$ cat src/rtl/syn_forward_stall_ctrl.sv
// syn_forward_stall_ctrl: load-use stall detection and operand forward-select generation.
// Define FWD_STALL_COUNT_EN to build the saturating stall-cycle counter on stall_count.
module syn_forward_stall_ctrl (
    input  logic        clk,
    input  logic        rst,
    input  logic        en,
    input  logic        id_valid,
    input  logic        id_is_load,
    input  logic        id_uses_a,
    input  logic        id_uses_b,
    input  logic        ex_collision_a,
    input  logic        dm_collision_a,
    input  logic        ex_collision_b,
    input  logic        dm_collision_b,
    output logic [1:0]  fwd_sel_a,
    output logic [1:0]  fwd_sel_b,
    output logic        stall,
    output logic        ex_flush,
    output logic [31:0] stall_count
);
    typedef enum logic {RUN, BUBBLE} state_t;
    state_t state, state_nx;
    logic ex_is_load, dm_is_load, stall_a, stall_b;
    always_comb begin
        stall_a   = id_valid & ex_is_load & ex_collision_a & id_uses_a;
        stall_b   = id_valid & ex_is_load & ex_collision_b & id_uses_b;
        stall     = stall_a | stall_b;
        fwd_sel_a = stall_a ? 2'd0 : ex_collision_a ? 2'd1 : dm_collision_a ? 2'd2 : 2'd0;
        fwd_sel_b = stall_b ? 2'd0 : ex_collision_b ? 2'd1 : dm_collision_b ? 2'd2 : 2'd0;
        state_nx  = en ? (stall ? BUBBLE : RUN) : state;
    end
    always_ff @(posedge clk) begin
        if (rst) begin
            state      <= RUN;
            ex_flush   <= 1'b0;
            ex_is_load <= 1'b0;
            dm_is_load <= 1'b0;
        end else if (en) begin
            state      <= state_nx;
            ex_flush   <= state_nx == BUBBLE;
            ex_is_load <= ~stall & id_is_load & id_valid;
            dm_is_load <= ex_is_load;
        end
    end
    // A bubble always follows a load that has just moved from EX into DM.
    assert property (@(posedge clk) disable iff (rst) state == BUBBLE |-> dm_is_load && !ex_is_load);
`ifdef FWD_STALL_COUNT_EN
    always_ff @(posedge clk) begin
        if (rst)
            stall_count <= '0;
        else if (en && stall && stall_count != '1)
            stall_count <= stall_count + 32'd1;
    end
`else
    assign stall_count = '0;
`endif
endmodule

$ cat config.mk
export PLATFORM = sky130hd
export DESIGN_NAME = syn_forward_stall_ctrl
export DESIGN_NICKNAME = d
export VERILOG_FILES = /design/src/rtl/syn_forward_stall_ctrl.sv
export SDC_FILE = /design/constraint.sdc
export NUM_CORES = 1
export LEC_CHECK = 0
export ABC_CLOCK_PERIOD_IN_PS = 2200
export CELL_PAD_IN_SITES_DETAIL_PLACEMENT = 1
export CELL_PAD_IN_SITES_GLOBAL_PLACEMENT = 2
export CORE_MARGIN = 1
export CORE_UTILIZATION = 12
export CTS_BUF_LIST = sky130_fd_sc_hd__clkbuf_16
export CTS_CLUSTER_DIAMETER = 30
export DETAILED_ROUTE_END_ITERATION = 16
export GPL_ROUTABILITY_DRIVEN = 0
export PLACE_DENSITY_LB_ADDON = 0.3
export SETUP_SLACK_MARGIN = 0.02
export SKIP_LAST_GASP = 1
export SLEW_MARGIN = 25
export SYNTH_ARGS = -nofsm -noshare
export SYNTH_HDL_FRONTEND = slang
export SYNTH_SLANG_ARGS = --single-unit
$ cat constraint.sdc
create_clock -name clk -period 2.2 [get_ports clk]
set_input_delay 0.22 -clock clk [delete_from_list [all_inputs] [get_ports clk]]
set_output_delay 0.22 -clock clk [all_outputs]
set_load 0.1 [all_outputs]
---- Word-level counts from Yosys, hierarchy flattened ----
Cells that the tools add are included.
storage, ports and cells
  bits in writable memories ............... 0
  memories ................................ 0
  output and inout bits ................... 38
  flip-flop bits (word level) ............. 2
  latch bits .............................. 0
  word-level logic and storage cells ...... 18
  bits in read-only memories .............. 0
  input port bits ......................... 11
operators by class
  bitwise operators ....................... 9
  div/mod/pow operators ................... 0
  muxes and demuxes ....................... 7
  equal/unequal tests ..................... 0
  add/sub/neg operators ................... 0
  multiply operators ...................... 0
  reduce and logical (&&, ||, !) cells .... 0
  shifts and indexed selects .............. 0
  magnitude comparators ................... 0
operator list
  cell              number
  2-bit 2-to-1 mux  6
  1-bit AND         7
  1-bit 2-to-1 mux  1
  1-bit NOT         1
  1-bit bitwise OR  1

---- Longest topological paths before layout ----
Gate-level depths: netlist (run 1).
  word-level depth ........................ 7
  depth in mapped cells ................... 2
  depth with buffers taken out ............ 2

---- Worst setup path before layout (run 1) ----
No wires, ideal clock.
  path kind ............................... in2out
  start point ............................. input id_valid
  end point ............................... output fwd_sel_a[0]
  slack ................................... 99 ps
  stages .................................. 1
  required time ........................... 1,980 ps
  buffers on the path ..................... 0
  arrival ................................. 1,881 ps
  cell sequence ........................... a31oi_1
on the way
  word-level cells in the longest chain between the ends .. 4
ends and longest elaborated chain
  what                     line  RTL
  start: declaration       7     input logic id_valid,
  1-bit AND (3 in series)  25    stall_a = id_valid & ex_is_load & ex_collision_a & id_uses_a;
  2-bit 2-to-1 mux         28    fwd_sel_a = stall_a ? 2'd0 : ex_collision_a ? 2'd1 : dm_collision_a ? 2'd2 : 2'd0;
  end: declaration         15    output logic [1:0] fwd_sel_a,
Every way passes these cells.

---- Worst setup path in the final report (run 1) ----
  start point ............................. input ex_collision_a
  end point ............................... output stall
on the way
  word-level cells in the longest chain between the ends .. 3
ends and longest elaborated chain
  what                     line  RTL
  start: declaration       11    input logic ex_collision_a,
  1-bit AND (2 in series)  25
  1-bit bitwise OR         27    stall = stall_a | stall_b;
  end: declaration         17    output logic stall,
Every way passes these cells.

==> impl_metrics.xml, run 1 <==
<?xml version="1.0" encoding="UTF-8"?>
<metrics>
  <group name="cells_and_area">
    <metric name="layout-area-overhead-vs-synth" unit="%">53.11</metric>
    <metric name="num_antenna_cells" unit="">0</metric>
    <metric name="drive_above_1_share" unit="%">20.00</metric>
    <metric name="nets_finish" unit="">83</metric>
    <metric name="final_cell_count_no_fill" unit="">114</metric>
    <metric name="fillers" unit="">384</metric>
  </group>
  <group name="synthesis">
    <metric name="yosys_warnings" unit="">0</metric>
    <metric name="synth_top_family_by_area" unit="">buffers and inverters</metric>
    <metric name="synth_top_cell_area_share" unit="%">59.63</metric>
    <metric name="netlist_instances" unit="">52</metric>
    <metric name="synthSimpleGateAreaFrac" unit="%">10.25</metric>
    <metric name="mapped_cell_area" unit="um2">402.9</metric>
    <metric name="yosys-top-cells-area" unit="">sky130_fd_sc_hd__buf_4, sky130_fd_sc_hd__dfxtp_1, sky130_fd_sc_hd__o41ai_2</metric>
    <metric name="compound_gate_portion_of_the_synthesized_area" unit="%">15.53</metric>
    <metric name="post_synth_fa_ha_maj_area_fraction" unit="%">0</metric>
    <metric name="synth-seq-cells" unit="">2</metric>
    <metric name="synthesis.area_per_instance" unit="um2">7.748</metric>
    <metric name="synth.mux.area_fraction" unit="%">0</metric>
    <metric name="synth_sequential_area_ratio" unit="%">9.938</metric>
    <metric name="synth_largest_area_cell" unit="">sky130_fd_sc_hd__buf_4</metric>
    <metric name="synth_cell_types" unit="">15</metric>
    <metric name="synth-xor-area-share" unit="%">0</metric>
  </group>
  <group name="grt">
    <metric name="grt_start_max_net_pins" unit="">6</metric>
    <metric name="grt_use_total" unit="%">4.572</metric>
    <metric name="antenna_violations_before_repair" unit="">0</metric>
    <metric name="grt_pass1_wl" unit="mm">1.076</metric>
    <metric name="via_count_of_the_first_global_routing_pass" unit="">241</metric>
    <metric name="overflow" unit="">0</metric>
  </group>
  <group name="cts">
    <metric name="clock_tree.root_cell" unit="">sky130_fd_sc_hd__clkbuf_16</metric>
    <metric name="tritoncts_num_sinks" unit="">2</metric>
    <metric name="cts-hold-fix-buffers" unit="">0</metric>
    <metric name="cts-root-to-sink-buffers" unit="">2</metric>
    <metric name="cts_buffers" unit="">3</metric>
    <metric name="tritoncts_clock_tree" unit="">built</metric>
    <metric name="cts_resized" unit="">0</metric>
    <metric name="clk_pin_slew" unit="ns">0.03</metric>
    <metric name="clock_tree.htree_level_count" unit="">1</metric>
    <metric name="number_of_buffers_added_for_setup_after_cts" unit="">0</metric>
    <metric name="clock_insertion_delay_worst_skew" unit="ns">0.22</metric>
  </group>
  <group name="die">
    <metric name="die_h" unit="um">59.94</metric>
    <metric name="start_util" unit="%">12.88</metric>
    <metric name="design.die.area" unit="um2">3593</metric>
    <metric name="floorplan.die.width" unit="um">59.94</metric>
    <metric name="design.core.area" unit="um2">3128</metric>
    <metric name="std_cell_rows" unit="">20</metric>
    <metric name="io_pins" unit="">49</metric>
  </group>
  <group name="power_and_ir_drop">
    <metric name="power.leakage" unit="nW">0.3038</metric>
    <metric name="design_power_total" unit="uW">643.1</metric>
    <metric name="powerDensity" unit="nW/um2">1043</metric>
    <metric name="irDropWorstVdd" unit="V">0.0003589</metric>
  </group>
  <group name="placed_design">
    <metric name="post-place-ws" unit="ns">0.6973</metric>
    <metric name="number_of_placed_instances_with_taps_included" unit="">111</metric>
    <metric name="portBuffers" unit="">16</metric>
    <metric name="hpwl" unit="um">690.9</metric>
  </group>
  <group name="route">
    <metric name="drt-pass1-iter-count" unit="">2</metric>
    <metric name="drt_iter0_drc" unit="">5</metric>
    <metric name="route.antenna.remaining_nets" unit="">0</metric>
    <metric name="route.final.wire_length" unit="um">805</metric>
    <metric name="route.detailed.drc" unit="">0</metric>
    <metric name="via_count" unit="">298</metric>
    <metric name="vias_per_cell" unit="">2.614</metric>
    <metric name="wl_per_cell" unit="um">7.061</metric>
  </group>
  <group name="critical_path">
    <metric name="required_time_of_the_critical_path" unit="ns">1.98</metric>
    <metric name="crit_type" unit="">in -&gt; out</metric>
    <metric name="cpMaxStageDelayCell" unit="">sky130_fd_sc_hd__clkdlybuf4s50_1</metric>
    <metric name="cp_top_family" unit="">buffers and inverters</metric>
    <metric name="critical_path.cell_chain" unit="">clkdlybuf4s50_1 &gt; a22oi_2 &gt; nor2_1 &gt; buf_12</metric>
    <metric name="critical-path-max-stage-delay" unit="ns">0.52</metric>
    <metric name="critical_path.endpoint_type" unit="">primary output</metric>
    <metric name="worstSetupStartpointType" unit="">primary input</metric>
    <metric name="critical_path.max_fanout" unit="">3</metric>
    <metric name="critPathArrivalTime" unit="ns">1.28</metric>
    <metric name="cp_num_buf_inv" unit="">2</metric>
  </group>
  <group name="hold_path">
    <metric name="worstHoldPathType" unit="">reg -&gt; reg</metric>
  </group>
  <group name="sta">
    <metric name="worst_hold_slack" unit="ns">0.5600</metric>
    <metric name="finalSetupTns" unit="ns">0</metric>
    <metric name="setup_violations" unit="">0</metric>
    <metric name="finalWorstPathRequiredPeriod" unit="ns">1.496</metric>
    <metric name="final_hold_viol_count" unit="">0</metric>
    <metric name="maxSlewViolCount" unit="">0</metric>
    <metric name="fin_crit_sh" unit="%">67.99</metric>
    <metric name="finalWorstSetupSlack" unit="ns">0.7041</metric>
    <metric name="skew" unit="ns">0.001249</metric>
    <metric name="rsz_0062_raised_after_global_routing" unit="">false</metric>
    <metric name="max_freq" unit="MHz">668.5</metric>
  </group>
  <group name="run_status">
    <metric name="status" unit="">finished clean</metric>
  </group>
  <group name="flow_run">
    <metric name="max_cap_violations" unit="">0</metric>
  </group>
</metrics>
-- power by group --
part | switching, mW | internal, mW
logic | 0.290 | 0.0404
clock network | 0.0420 | 0.231
registers | 0.00146 | 0.0380
total | 0.333 | 0.310
-- through the flow --
step	area, um2	util [%]
2_1_floorplan	519.2	-
3_3_place_gp	541.8	17.32
3_5_place_dp	541.8	17.32
4_1_cts	616.8	19.72
5_1_grt	616.8	19.72
6_report	616.8	19.72
-- worst reg2reg max path: cells and delay by family, from the launching register on --
| kind | cells | cell delay (ns) |
|---|---|---|
| AND/OR/NAND/NOR | 1 | 0.30 |
| AO/OA/AOI/OAI | 1 | 0.13 |
| flip-flops | 1 | 0.33 |
-- final cells by class --
class | instances | area, um2 | area share (%)
multi-input cells | 45 | 224.0 | 36.31
repair buffers | 16 | 207.7 | 33.67
clock buffers | 3 | 75.07 | 12.17
well taps | 44 | 55.05 | 8.925
flip-flops and latches | 2 | 40.04 | 6.491
inverters | 4 | 15.01 | 2.434
-- worst paths after layout --
check | start | end | slack (ns) | cells after the start
max | ex_collision_a | stall | 0.70 | 4
min | ex_is_load | ex_flush | 0.56 | 2
max reg2reg | ex_is_load | ex_is_load | 1.33 | 2
min reg2reg | ex_is_load | ex_flush | 0.56 | 2
-- registers in the layout, indices dropped and copies added, names as in the netlist --
| name | cells |
|---|---|
| ex_is_load | 1 |
| ex_flush | 1 |
-- placed cells by master, fill, tap and decap left out --
| cell type | count |
|---|---|
| sky130_fd_sc_hd__nor2b_1 | 1 |
| sky130_fd_sc_hd__or2_2 | 1 |
| sky130_fd_sc_hd__o2111a_1 | 1 |
| sky130_fd_sc_hd__a22oi_2 | 1 |
| sky130_fd_sc_hd__a21bo_2 | 1 |
| sky130_fd_sc_hd__o41ai_2 | 1 |
| sky130_fd_sc_hd__conb_1 | 32 |
| sky130_fd_sc_hd__clkdlybuf4s50_1 | 10 |
| sky130_fd_sc_hd__dfxtp_1 | 2 |
| sky130_fd_sc_hd__or3b_1 | 1 |
| sky130_fd_sc_hd__nand2_1 | 2 |
| sky130_fd_sc_hd__buf_4 | 1 |
| sky130_fd_sc_hd__and2b_2 | 1 |
| sky130_fd_sc_hd__inv_1 | 4 |
| sky130_fd_sc_hd__buf_12 | 5 |
| sky130_fd_sc_hd__a31oi_1 | 2 |
| sky130_fd_sc_hd__clkbuf_16 | 3 |
| sky130_fd_sc_hd__nor2_1 | 1 |
-- Yosys cell counts --
cell                       number
sky130_fd_sc_hd__o2111a_1       1
sky130_fd_sc_hd__nor2b_1        1
sky130_fd_sc_hd__buf_4         32
sky130_fd_sc_hd__o41ai_2        1
sky130_fd_sc_hd__and2b_2        1
sky130_fd_sc_hd__a31oi_1        2
sky130_fd_sc_hd__or3b_1         1
sky130_fd_sc_hd__inv_1          4
sky130_fd_sc_hd__nand2_1        2
sky130_fd_sc_hd__conb_1         1
sky130_fd_sc_hd__a22oi_2        1
sky130_fd_sc_hd__dfxtp_1        2
sky130_fd_sc_hd__a21bo_2        1
sky130_fd_sc_hd__or2_2          1
sky130_fd_sc_hd__nor2_1         1
-- layer usage --
metal	vias up	track usage [%]	share of wire, %
met4	0	2.990	0.99
met1	126	4.774	35
met3	2	3.463	18
li1	138	-	-
met5	-	0	0
met2	32	6.349	46
-- kinds of logic after synthesis --
| logic type | after synthesis |
|---|---|
| buf+inv | 36 |
| other cells | 1 |
| compound gates | 6 |
| flops | 2 |
| simple gates | 7 |
(Power assumes the default switching activity.)
==> run 2, diff against run 1 <==
--- a/config.mk
+++ b/config.mk
@@ -5,11 +5,11 @@
 export SDC_FILE = /design/constraint.sdc
 export NUM_CORES = 1
 export LEC_CHECK = 0
-export ABC_CLOCK_PERIOD_IN_PS = 2200
+export ABC_CLOCK_PERIOD_IN_PS = 1400
 export CELL_PAD_IN_SITES_DETAIL_PLACEMENT = 1
 export CELL_PAD_IN_SITES_GLOBAL_PLACEMENT = 2
 export CORE_MARGIN = 1
-export CORE_UTILIZATION = 12
+export CORE_UTILIZATION = 11
 export CTS_BUF_LIST = sky130_fd_sc_hd__clkbuf_16
 export CTS_CLUSTER_DIAMETER = 30
 export DETAILED_ROUTE_END_ITERATION = 16
==> constraint.sdc (replaced) <==
create_clock -name clk -period 1.4 [get_ports clk]
set_input_delay 0.14 -clock clk [delete_from_list [all_inputs] [get_ports clk]]
set_output_delay 0.14 -clock clk [all_outputs]
set_load 0.1 [all_outputs]
==> run 2 against run 1 <==
  * Wire length increased by 7.3%
  * Cell count increased by 1.8%
  * Design area increased by 4.5%
  * Critical endpoint unchanged
  * Largest cell class unchanged
  * Highest routed layer unchanged
==> impl_metrics.xml, run 2 (synthesized netlist as in run 1, its figures left out) <==
<?xml version="1.0" encoding="UTF-8"?>
<metrics>
  <group name="run_status">
    <metric name="status" unit="">finished clean</metric>
  </group>
  <group name="die">
    <metric name="std_cell_rows" unit="">21</metric>
    <metric name="die_h" unit="um">62.52</metric>
    <metric name="design.core.area" unit="um2">3416</metric>
    <metric name="io_pins" unit="">49</metric>
    <metric name="start_util" unit="%">11.79</metric>
    <metric name="design.die.area" unit="um2">3909</metric>
    <metric name="floorplan.die.width" unit="um">62.52</metric>
  </group>
  <group name="critical_path">
    <metric name="crit_type" unit="">in -&gt; out</metric>
    <metric name="regToRegStartpoint" unit="">ex_is_load</metric>
    <metric name="cpMaxStageDelayCell" unit="">sky130_fd_sc_hd__clkdlybuf4s50_1</metric>
    <metric name="crit_start" unit="">ex_collision_a</metric>
    <metric name="required_time_of_the_critical_path" unit="ns">1.26</metric>
    <metric name="critical_path.cell_chain" unit="">clkdlybuf4s50_1 &gt; a22oi_2 &gt; nor2_2 &gt; buf_12</metric>
    <metric name="critPathArrivalTime" unit="ns">1.17</metric>
    <metric name="worstSetupStartpointType" unit="">primary input</metric>
    <metric name="critical_path.endpoint_type" unit="">primary output</metric>
    <metric name="critical_path.max_fanout" unit="">3</metric>
    <metric name="critical-path-max-stage-delay" unit="ns">0.46</metric>
  </group>
  <group name="cts">
    <metric name="cts-root-to-sink-buffers" unit="">2</metric>
    <metric name="clock_tree.root_cell" unit="">sky130_fd_sc_hd__clkbuf_16</metric>
    <metric name="clock_insertion_delay_worst_skew" unit="ns">0.22</metric>
    <metric name="clock_tree.htree_level_count" unit="">1</metric>
    <metric name="tritoncts_num_sinks" unit="">2</metric>
    <metric name="cts-hold-fix-buffers" unit="">0</metric>
    <metric name="tritoncts_clock_tree" unit="">built</metric>
    <metric name="clk_pin_slew" unit="ns">0.03</metric>
    <metric name="cts_buffers" unit="">3</metric>
  </group>
  <group name="cells_and_area">
    <metric name="top_regs" unit="">ex_flush x1, ex_is_load x1</metric>
    <metric name="drive_above_1_share" unit="%">25.71</metric>
    <metric name="nets_finish" unit="">83</metric>
    <metric name="layout_common_cells" unit="">sky130_fd_sc_hd__conb_1, sky130_fd_sc_hd__clkdlybuf4s50_1, sky130_fd_sc_hd__buf_12, sky130_fd_sc_hd__inv_1, sky130_fd_sc_hd__clkbuf_16</metric>
    <metric name="final_cell_count_no_fill" unit="">116</metric>
    <metric name="layout-area-overhead-vs-synth" unit="%">59.94</metric>
    <metric name="layout.cells.most_common" unit="">sky130_fd_sc_hd__conb_1</metric>
    <metric name="num_antenna_cells" unit="">0</metric>
  </group>
  <group name="grt">
    <metric name="grt_pass1_wl" unit="mm">1.242</metric>
    <metric name="grt_start_max_net_pins" unit="">6</metric>
    <metric name="grt_use_total" unit="%">4.698</metric>
    <metric name="via_count_of_the_first_global_routing_pass" unit="">270</metric>
    <metric name="overflow" unit="">0</metric>
    <metric name="antenna_violations_before_repair" unit="">0</metric>
  </group>
  <group name="route">
    <metric name="drt_iter0_drc" unit="">11</metric>
    <metric name="wl_met3" unit="um">93</metric>
    <metric name="route.final.wire_length" unit="um">864</metric>
    <metric name="route.antenna.remaining_nets" unit="">0</metric>
    <metric name="wl_per_cell" unit="um">7.448</metric>
    <metric name="length_of_routed_wiring_on_met1" unit="um">330</metric>
    <metric name="top_signal_layer_used" unit="">met4</metric>
    <metric name="vias_per_cell" unit="">2.621</metric>
    <metric name="wl_met2" unit="um">432</metric>
    <metric name="drt-pass1-iter-count" unit="">4</metric>
    <metric name="via_count" unit="">304</metric>
    <metric name="route.detailed.drc" unit="">0</metric>
  </group>
  <group name="placed_design">
    <metric name="portBuffers" unit="">16</metric>
    <metric name="number_of_placed_instances_with_taps_included" unit="">113</metric>
    <metric name="hpwl" unit="um">759.1</metric>
  </group>
  <group name="power_and_ir_drop">
    <metric name="power.switching_fraction" unit="%">51.65</metric>
    <metric name="seqPwrFrac" unit="%">6.2</metric>
    <metric name="design_power_total" unit="mW">1.010</metric>
    <metric name="power.leakage" unit="nW">0.3083</metric>
    <metric name="switching_power" unit="uW">521.8</metric>
    <metric name="powerDensity" unit="nW/um2">1568</metric>
    <metric name="power_report.internal_total" unit="uW">488.5</metric>
    <metric name="p_comb_share" unit="%">51.7</metric>
    <metric name="irDropWorstVdd" unit="V">0.0002927</metric>
    <metric name="p_clk_share" unit="%">42.1</metric>
  </group>
  <group name="sta">
    <metric name="max_freq" unit="MHz">763.4</metric>
    <metric name="maxSlewViolCount" unit="">0</metric>
    <metric name="final_hold_viol_count" unit="">0</metric>
    <metric name="rsz_0062_raised_after_global_routing" unit="">false</metric>
    <metric name="finalSetupTns" unit="ns">0</metric>
    <metric name="fin_crit_sh" unit="%">93.56</metric>
    <metric name="skew" unit="ns">0.0004931</metric>
    <metric name="finalWorstPathRequiredPeriod" unit="ns">1.310</metric>
    <metric name="worst_hold_slack" unit="ns">0.5660</metric>
    <metric name="setup_violations" unit="">0</metric>
  </group>
  <group name="hold_path">
    <metric name="worstHoldPathType" unit="">in -&gt; reg</metric>
    <metric name="hold_path.startpoint" unit="">rst</metric>
  </group>
  <group name="flow_run">
    <metric name="max_cap_violations" unit="">0</metric>
  </group>
</metrics>
[run 2: cell counts in the layout (fill, tap and decap cells not counted)]
Identical to the previous run, type by type.
[run 2: what timing repair did]
action                     in CTS  in global routing
gates resized for setup         0                  1
setup buffers                   0                  0
setup endpoints to repair       0                  1
[run 2: final timing paths]
check,to,cells past startpoint,slack [ns]
worst min register to register,ex_flush,2,0.58
worst min-delay path,ex_flush,2,0.57
worst max register to register,ex_is_load,2,0.52
worst max-delay path,stall,4,0.09
[run 2: stage by stage]
stage | area (um2) | util [%] | setup WS [ns]
after floorplan | 525.5 | - | -0.5630
after global placement | 563.0 | 16.48 | 0.04715
after detailed placement | 563.0 | 16.48 | 0.03819
after CTS | 638.1 | 18.68 | 0.03983
after global routing | 644.4 | 18.86 | 0.02982
final | 644.4 | 18.86 | 0.09013
[run 2: layout make-up]
cell class / count / area [um2]
Fill cell: 419 / 2771
Multi-Input combinational cell: 45 / 235.2
Timing Repair Buffer: 16 / 220.2
Clock buffer: 3 / 75.07
Tap cell: 46 / 57.56
Sequential cell: 2 / 41.29
Inverter: 4 / 15.01
[run 2: power by group through the flow]
stage | combinational (mW) | clock, mW | sequential (mW)
5_1_grt | 0.532 | 0.444 | 0.0634
3_5_place_dp | 0.520 | 0 | 0.0634
4_1_cts | 0.520 | 0.433 | 0.0627
6_report | 0.522 | 0.425 | 0.0628
2_1_floorplan | 0.515 | 0 | 0.0647
3_3_place_gp | 0.519 | 0 | 0.0632
[run 2: worst max-delay path, delay by kind of cell]
kind	cells	cell delay, ns
AOI/OAI and AO/OA	1	0.30
and+or+nand+nor	1	0.09
buffers and inverters	2	0.63
[run 2: layer usage]
layer  vias up  global-route usage [%]
met5         -                       0
met4         0                   6.977
met3         2                   1.642
met2        29                   7.065
met1       135                   4.139
li1        138                       -
